`src/rtl/spi_byte_master.sv`:
```
// SPI mode-0 byte master for the cu_buff_eeprom control unit.
// Shifts one byte out on MOSI, MSB first, and captures one byte from MISO.
// The control unit owns nCS, so this block only drives SCK and MOSI.
// Every output comes straight from a register, so no input reaches an output
// through combinational logic.
module spi_byte_master #(
  parameter int CLK_DIV = 4,
  parameter int DATA_W  = 8
) (
  input  logic              clk,
  input  logic              rst,
  input  logic              load_data,
  input  logic [DATA_W-1:0] data_in,
  input  logic              miso,
  output logic              sck,
  output logic              mosi,
  output logic              spi_busy,
  output logic              spi_done,
  output logic [DATA_W-1:0] rx_data
);

  // Terminal count of the half-period counter.
  localparam logic [7:0] HLAST    = 8'(CLK_DIV - 1);
  // Index of the last bit. bitCnt is 3 bits wide because DATA_W is fixed at 8.
  localparam logic [2:0] BIT_LAST = 3'(DATA_W - 1);

  typedef enum logic [1:0] {
    IDLE,
    LOW,
    HIGH
  } state_t;

  state_t            state_q;
  logic [7:0]        hCnt_q;
  logic [2:0]        bitCnt_q;
  logic [DATA_W-1:0] shReg_q;
  logic [DATA_W-1:0] rxSh_q;
  logic              sck_q;
  logic              mosi_q;
  logic              busy_q;
  logic              done_q;
  logic [DATA_W-1:0] rxData_q;

  // Single-process transfer FSM.
  // It times both SCK half-periods and registers every SPI output. The
  // transmit register shifts left after each SCK high phase, so its bit
  // DATA_W-2 always holds the next bit to place on MOSI.
  always_ff @(posedge clk or posedge rst) begin
    if (rst) begin
      state_q  <= IDLE;
      hCnt_q   <= '0;
      bitCnt_q <= '0;
      shReg_q  <= '0;
      rxSh_q   <= '0;
      sck_q    <= 1'b0;
      mosi_q   <= 1'b0;
      busy_q   <= 1'b0;
      done_q   <= 1'b0;
      rxData_q <= '0;
    end else begin
      case (state_q)
        IDLE: begin
          done_q <= 1'b0;
          sck_q  <= 1'b0;
          if (load_data) begin
            shReg_q  <= data_in;
            mosi_q   <= data_in[DATA_W-1];
            busy_q   <= 1'b1;
            hCnt_q   <= '0;
            bitCnt_q <= '0;
            state_q  <= LOW;
          end
        end
        LOW: begin
          if (hCnt_q == HLAST) begin
            sck_q   <= 1'b1;
            rxSh_q  <= (rxSh_q << 1) | {{(DATA_W-1){1'b0}}, miso};
            hCnt_q  <= '0;
            state_q <= HIGH;
          end else begin
            hCnt_q <= hCnt_q + 8'd1;
          end
        end
        HIGH: begin
          if (hCnt_q == HLAST) begin
            sck_q  <= 1'b0;
            hCnt_q <= '0;
            if (bitCnt_q == BIT_LAST) begin
              busy_q   <= 1'b0;
              done_q   <= 1'b1;
              rxData_q <= rxSh_q;
              mosi_q   <= 1'b0;
              state_q  <= IDLE;
            end else begin
              mosi_q   <= shReg_q[DATA_W-2];
              shReg_q  <= shReg_q << 1;
              bitCnt_q <= bitCnt_q + 3'd1;
              state_q  <= LOW;
            end
          end else begin
            hCnt_q <= hCnt_q + 8'd1;
          end
        end
        default: state_q <= IDLE;
      endcase
    end
  end

  assign sck      = sck_q;
  assign mosi     = mosi_q;
  assign spi_busy = busy_q;
  assign spi_done = done_q;
  assign rx_data  = rxData_q;

endmodule

```
`config.mk`:
```
export PLATFORM = sky130hd
export DESIGN_NAME = spi_byte_master
export DESIGN_NICKNAME = d
export VERILOG_FILES = /design/src/rtl/spi_byte_master.sv
export SDC_FILE = /design/constraint.sdc
export NUM_CORES = 1
export LEC_CHECK = 0
export CORE_MARGIN = 2
export CORE_UTILIZATION = 59
export CTS_CLUSTER_DIAMETER = 150
export DETAILED_ROUTE_END_ITERATION = 16
export PLACE_DENSITY = 0.91
export SLEW_MARGIN = 20
export SYNTH_ARGS = -nofsm -noshare
export SYNTH_HDL_FRONTEND = slang
export SYNTH_SLANG_ARGS = --single-unit
```
`constraint.sdc`:
```
create_clock -name clk -period 6.21 [get_ports clk]
set_clock_uncertainty 0.05 [all_clocks]
set_input_delay 0.621 -clock clk [delete_from_list [all_inputs] [get_ports clk]]
set_output_delay 0.621 -clock clk [all_outputs]
set_load 0.02 [all_outputs]
```
# Yosys cells after proc, flatten, opt, wreduce, memory -nomap -nowiden
# Cells that the tools add are included.
# word_totals
reg_bits	40
output_inout_bits	12
word_cells	66
# op_classes
addsub	2
eq_ne	9
muxes	30
bitwise	1
n_reduce_logical	14
# ops
op	count
$mux W7	3
$mux W8	2
$pmux W8 S2	1
$reduce_and A3 Y1	5
$pmux W7 S2	1
$mux W1	11
$ne A2 B2 Y1 const B	5
$mux W3	3
$add A8 B1 Y8 const B	1
$eq A8 B2 Y1 const B	1
$or A8 B1 Y8	1
$reduce_and A4 Y1	2
$mux W2	3
$pmux W1 S2	3
$pmux W2 S3	1
$pmux W3 S2	1
$reduce_and A2 Y1	2
$reduce_bool A2 Y1	2
$add A3 B1 Y3 const B	1
$eq A3 B3 Y1 const B	1
$pmux W1 S3	1
$reduce_bool A3 Y1	1
$eq A2 B1 Y1 const B	1
$eq A2 B2 Y1 const B	1
2 further kinds	2

# Depth between registers and ports, before layout
# depth
word_depth	4
ltp_mapped	7
ltp_nobuf	6

# Worst setup path after synthesis
# Ideal clock, no wire load.
# synth_path
kind	reg-to-reg
startpoint	register hCnt_q[0]
endpoint	register rxData_q[0] (netlist: rx_data[0])
setup_time_ns	0.125
arrival_ns	1.793
setup_slack_ns	4.242
stages_incl_launch_ff	8
cell_sequence	dfrtp_1 ha_1 nor4b_4 and2_1 buf_6 and3_4 buf_12 mux2_4
# synth_via
elab_chain_len	2
# synth_rtl
element	line_no	rtl
start: declaration	34	logic [7:0] hCnt_q;
start signal: assignment	81	hCnt_q <= hCnt_q + 8'd1;
start signal: assignment	101	hCnt_q <= hCnt_q + 8'd1;
$eq A8 B2 Y1	85	if (hCnt_q == HLAST) begin
$reduce_and A3 Y1 (no line)	--	
end signal: assignment	91	rxData_q <= rxSh_q;
end: declaration	42	logic [DATA_W-1:0] rxData_q;
# Every way passes these cells.
# A chain may end at the register's enable or synchronous reset.

# Final worst setup path
# layout_path
startpoint	register state_q[0]
endpoint	register shReg_q[2]
# layout_via
elab_chain_len	3
elab_cells_between_ends	8
cone_classes	eq/ne: 4; mux: 1; reduce/logical: 3
# layout_rtl
element	line_no	rtl
start: declaration	33	state_t state_q;
start signal: assignment	50	state_q <= IDLE;
start signal: assignment	71	state_q <= LOW;
start signal: assignment	79	state_q <= HIGH;
$eq A2 B2 Y1 or $logic_not A2 Y1 (tied branches)	61	case (state_q)
$ne A2 B2 Y1 (no line) or $reduce_bool A2 Y1 (tied branches)	--	
$reduce_and A4 Y1 (no line)	--	
end signal: assignment	66	shReg_q <= data_in;
end signal: assignment	96	shReg_q <= shReg_q << 1;
end: declaration	36	logic [DATA_W-1:0] shReg_q;
# Several ways; a longest one is shown, not always the timed one.

==> flow_metrics.py <==
metrics = {
    "place": {
        "gp_congestion": 0.8992,
        "io_buffers": 23,
        "dp_slack_ps": 3704,
        "dp_hpwl_um": 2842,
    },
    "yosys": {
        "yosysTopAreaCell": "dfrtp_1",
        "yosysTopAreaCellShare_pct": 50.16,
        "synth_area_per_cell_um2": 11.88,
        "yosysUniqueCellTypes": 36,
        "ys_warn_count": 0,
        "yosysSeqAreaShare_pct": 50.16,
        "ys_ff_latch": 40,
        "syn_inst": 168,
        "syn_area_mm2": 0.001996,
        "synth_top_cells_by_area": "dfrtp_1, mux2_2, mux2_4",
        "synth_fp_nets": 188,
    },
    "clock_network": {
        "cts_resized": 0,
        "clk_pin_slew_ps": 110,
        "cts_tree": "yes",
        "clk-insertion-delay-late_ps": 340,
        "root_buffer": "clkbuf_4",
        "cts_buffers": 5,
        "clockBufferDepth": 2,
        "cts_hold_buf": 0,
        "post-cts-setup-buffers": 0,
        "htree_num_levels": 2,
        "clock_sinks": 40,
    },
    "sta": {
        "setup_viol": 0,
        "slew_headroom_pct": 65.02,
        "grt_setup_unrepaired": "no",
        "fin_setup_tns_ps": 0,
        "final_max_slew_viol_count": 0,
        "finalCritPeriodShare_pct": 40.16,
        "final.min_clock_period_ps": 2494,
        "layout_setup_ws_ps": 3716,
        "worst_pin_slew_ps": 524.7,
        "final-hold-violation-count": 0,
        "fmax_mhz": 401.0,
    },
    "final_layout": {
        "drive_gt1_share_pct": 21.43,
        "fillers": 242,
        "multi_input_area_um2": 918.4,
        "utilization_pct": 70.10,
        "antenna_cells": 0,
        "fin_nets": 216,
        "seq_area_mm2": 0.001001,
        "area_growth_pct": 15.36,
    },
    "die": {
        "dieWidth_um": 62.16,
        "chipHeight_um": 62.16,
        "coreArea_mm2": 0.003284,
        "fp-row-count": 21,
        "dieArea_mm2": 0.003864,
        "boundaryPins": 24,
        "start_util_pct": 60.76,
    },
    "power": {
        "p_per_area_mw_per_mm2": 324.0,
        "power.leakage_nw": 1.031,
        "power_mw": 0.7458,
        "peakVddDrop_mv": 0.2291,
    },
    "worst_hold_path": {
        "hold_path.class": "register to register",
    },
    "global_routing": {
        "grt.total_usage_pct": 21.69,
        "grt_pass1_vias": 1406,
        "grt_max_degree": 41,
        "gr-usage-met3_pct": 5.797,
        "busiest_layer": "met2",
        "grt_use_met1_pct": 26.34,
        "antenna_found_initial": 0,
        "grt_pass1_wl_um": 6555,
        "grt_overflow": 0,
        "met2_usage_pct": 37.23,
    },
    "drt": {
        "drc": 0,
        "drtIter0Drc": 78,
        "finalWirelength_um": 3773,
        "vias": 1412,
        "ant_nets": 0,
        "wl_per_cell_um": 15.59,
        "via_per_inst": 5.835,
        "drtPass1Iterations": 4,
    },
    "critical_path": {
        "worst_setup_path_end_kind": "register",
        "crit_fanout": 15,
        "cp-start-kind": "register",
        "cp.arrival_ps": 2680,
        "crit_type": "register to register",
        "worstPathRequired_ps": 6400,
        "rrSetupSlack_ps": 3720,
    },
    "flow_run": {
        "cap_violations": 0,
    },
    "status": {
        "outcome": "finished clean",
    },
}
final timing paths:
| path | to | depth (start not counted) | start |
|---|---|---|---|
| worst max-delay path | shReg_q[2]$_DFFE_PP0P_ | 6 | state_q[0]$_DFFE_PP0P_ |
| worst min-delay path | spi_done$_DFFE_PP0P_ | 1 | spi_done$_DFFE_PP0P_ |
| worst max register to register | shReg_q[2]$_DFFE_PP0P_ | 6 | state_q[0]$_DFFE_PP0P_ |
| worst min register to register | spi_done$_DFFE_PP0P_ | 1 | spi_done$_DFFE_PP0P_ |
| max in group asynchronous | shReg_q[3]$_DFFE_PP0P_ | 3 | rst |
| min in group asynchronous | rxSh_q[6]$_DFFE_PP0P_ | 3 | rst |
through the flow:
step                      std cells  hold slack [ps]  instance area (um2)
after global placement          235            419.8                 2256
final                           242            454.5                 2302
after global routing            242            472.4                 2302
after detailed placement        235            432.0                 2256
after CTS                       242            457.6                 2302
after floorplan                 168            415.7                 1996
cell type report:
type                       count  share of cell area, %
clock buffer                   6                  1.793
clock inverter                 1                 0.2174
inverter                      11                  1.793
multi-input combinational    114                  39.89
sequential                    40                  43.48
tap                           46                  2.500
timing repair buffer          24                  10.33
kinds of logic (layout without fill, tap and decap cells):
family | Yosys count | after routing | synth area share (%)
AO/OA/AOI/OAI | 30 | 30 | 9.342
multiplexers | 30 | 30 | 18.37
adder cells (fa/ha/maj) | 8 | 8 | 5.016
buffers and inverters | 14 | 42 | 3.824
AND/OR/NAND/NOR | 46 | 46 | 13.29
flip-flops | 40 | 40 | 50.16
cells in the final DEF (no fill, tap or decap), drive strengths merged, types with 2 or more instances in the layout:
| master | n |
|---|---|
| dfrtp | 40 |
| mux2 | 29 |
| clkdlybuf4s50 | 23 |
| o21ai | 13 |
| nand2 | 13 |
| inv | 11 |
| nand3 | 11 |
| ha | 8 |
| clkbuf | 6 |
| a21oi | 5 |
| nor2 | 4 |
| nand2b | 3 |
| nand4 | 3 |
| and2 | 2 |
| nand3b | 2 |
| nor2b | 2 |
| o22ai | 2 |
| a31oi | 2 |
| nor3 | 2 |
| and3 | 2 |
sequential cells by signal, indices dropped and copies added (netlist names):
register,cells
rx_data,8
shReg_q,7
spi_busy,1
state_q,2
hCnt_q,8
spi_done,1
mosi,1
rxSh_q,8
bitCnt_q,3
sck,1
where the power goes:
group          leakage, nW  switching, mW  internal [mW]
Sequential           0.529         0.0396          0.310
Clock               0.0281         0.0785         0.0417
Combinational        0.474          0.150          0.126
synthesized netlist by cell type:
library cell  number
a211oi_1           1
a21o_1             1
a21oi_1            5
a221o_1            1
a31oi_1            2
a32o_1             1
a41oi_1            1
and2_1             2
and3_1             1
and3_4             1
and4_2             1
buf_12             1
buf_6              1
clkbuf_1           1
dfrtp_1           40
ha_1               8
inv_1             11
mux2_2            21
mux2_4             8
mux2i_1            1
nand2_1           12
nand2_2            1
nand2b_1           3
nand3_1           11
nand3b_1           2
nand4_1            3
nor2_1             4
nor2b_1            2
nor3_1             1
nor3_2             1
nor4b_4            1
o21ai_0           13
o221a_2            1
o22ai_1            2
o311ai_0           1
o31ai_1            1
per-layer routing:
metal | vias to the layer above | wire, um
li1 | 660 | -
met1 | 701 | 1626
met2 | 44 | 1901
met3 | 7 | 171
met4 | 0 | 74
met5 | - | 0
critical path, stage by stage (launching register included):
cell	delay [ps]
dfrtp_1	440
inv_1	140
ha_1	490
nor2b_1	310
nand4_1	260
nand2_1	310
mux2_2	380
Power figures use the tool's default switching activity.
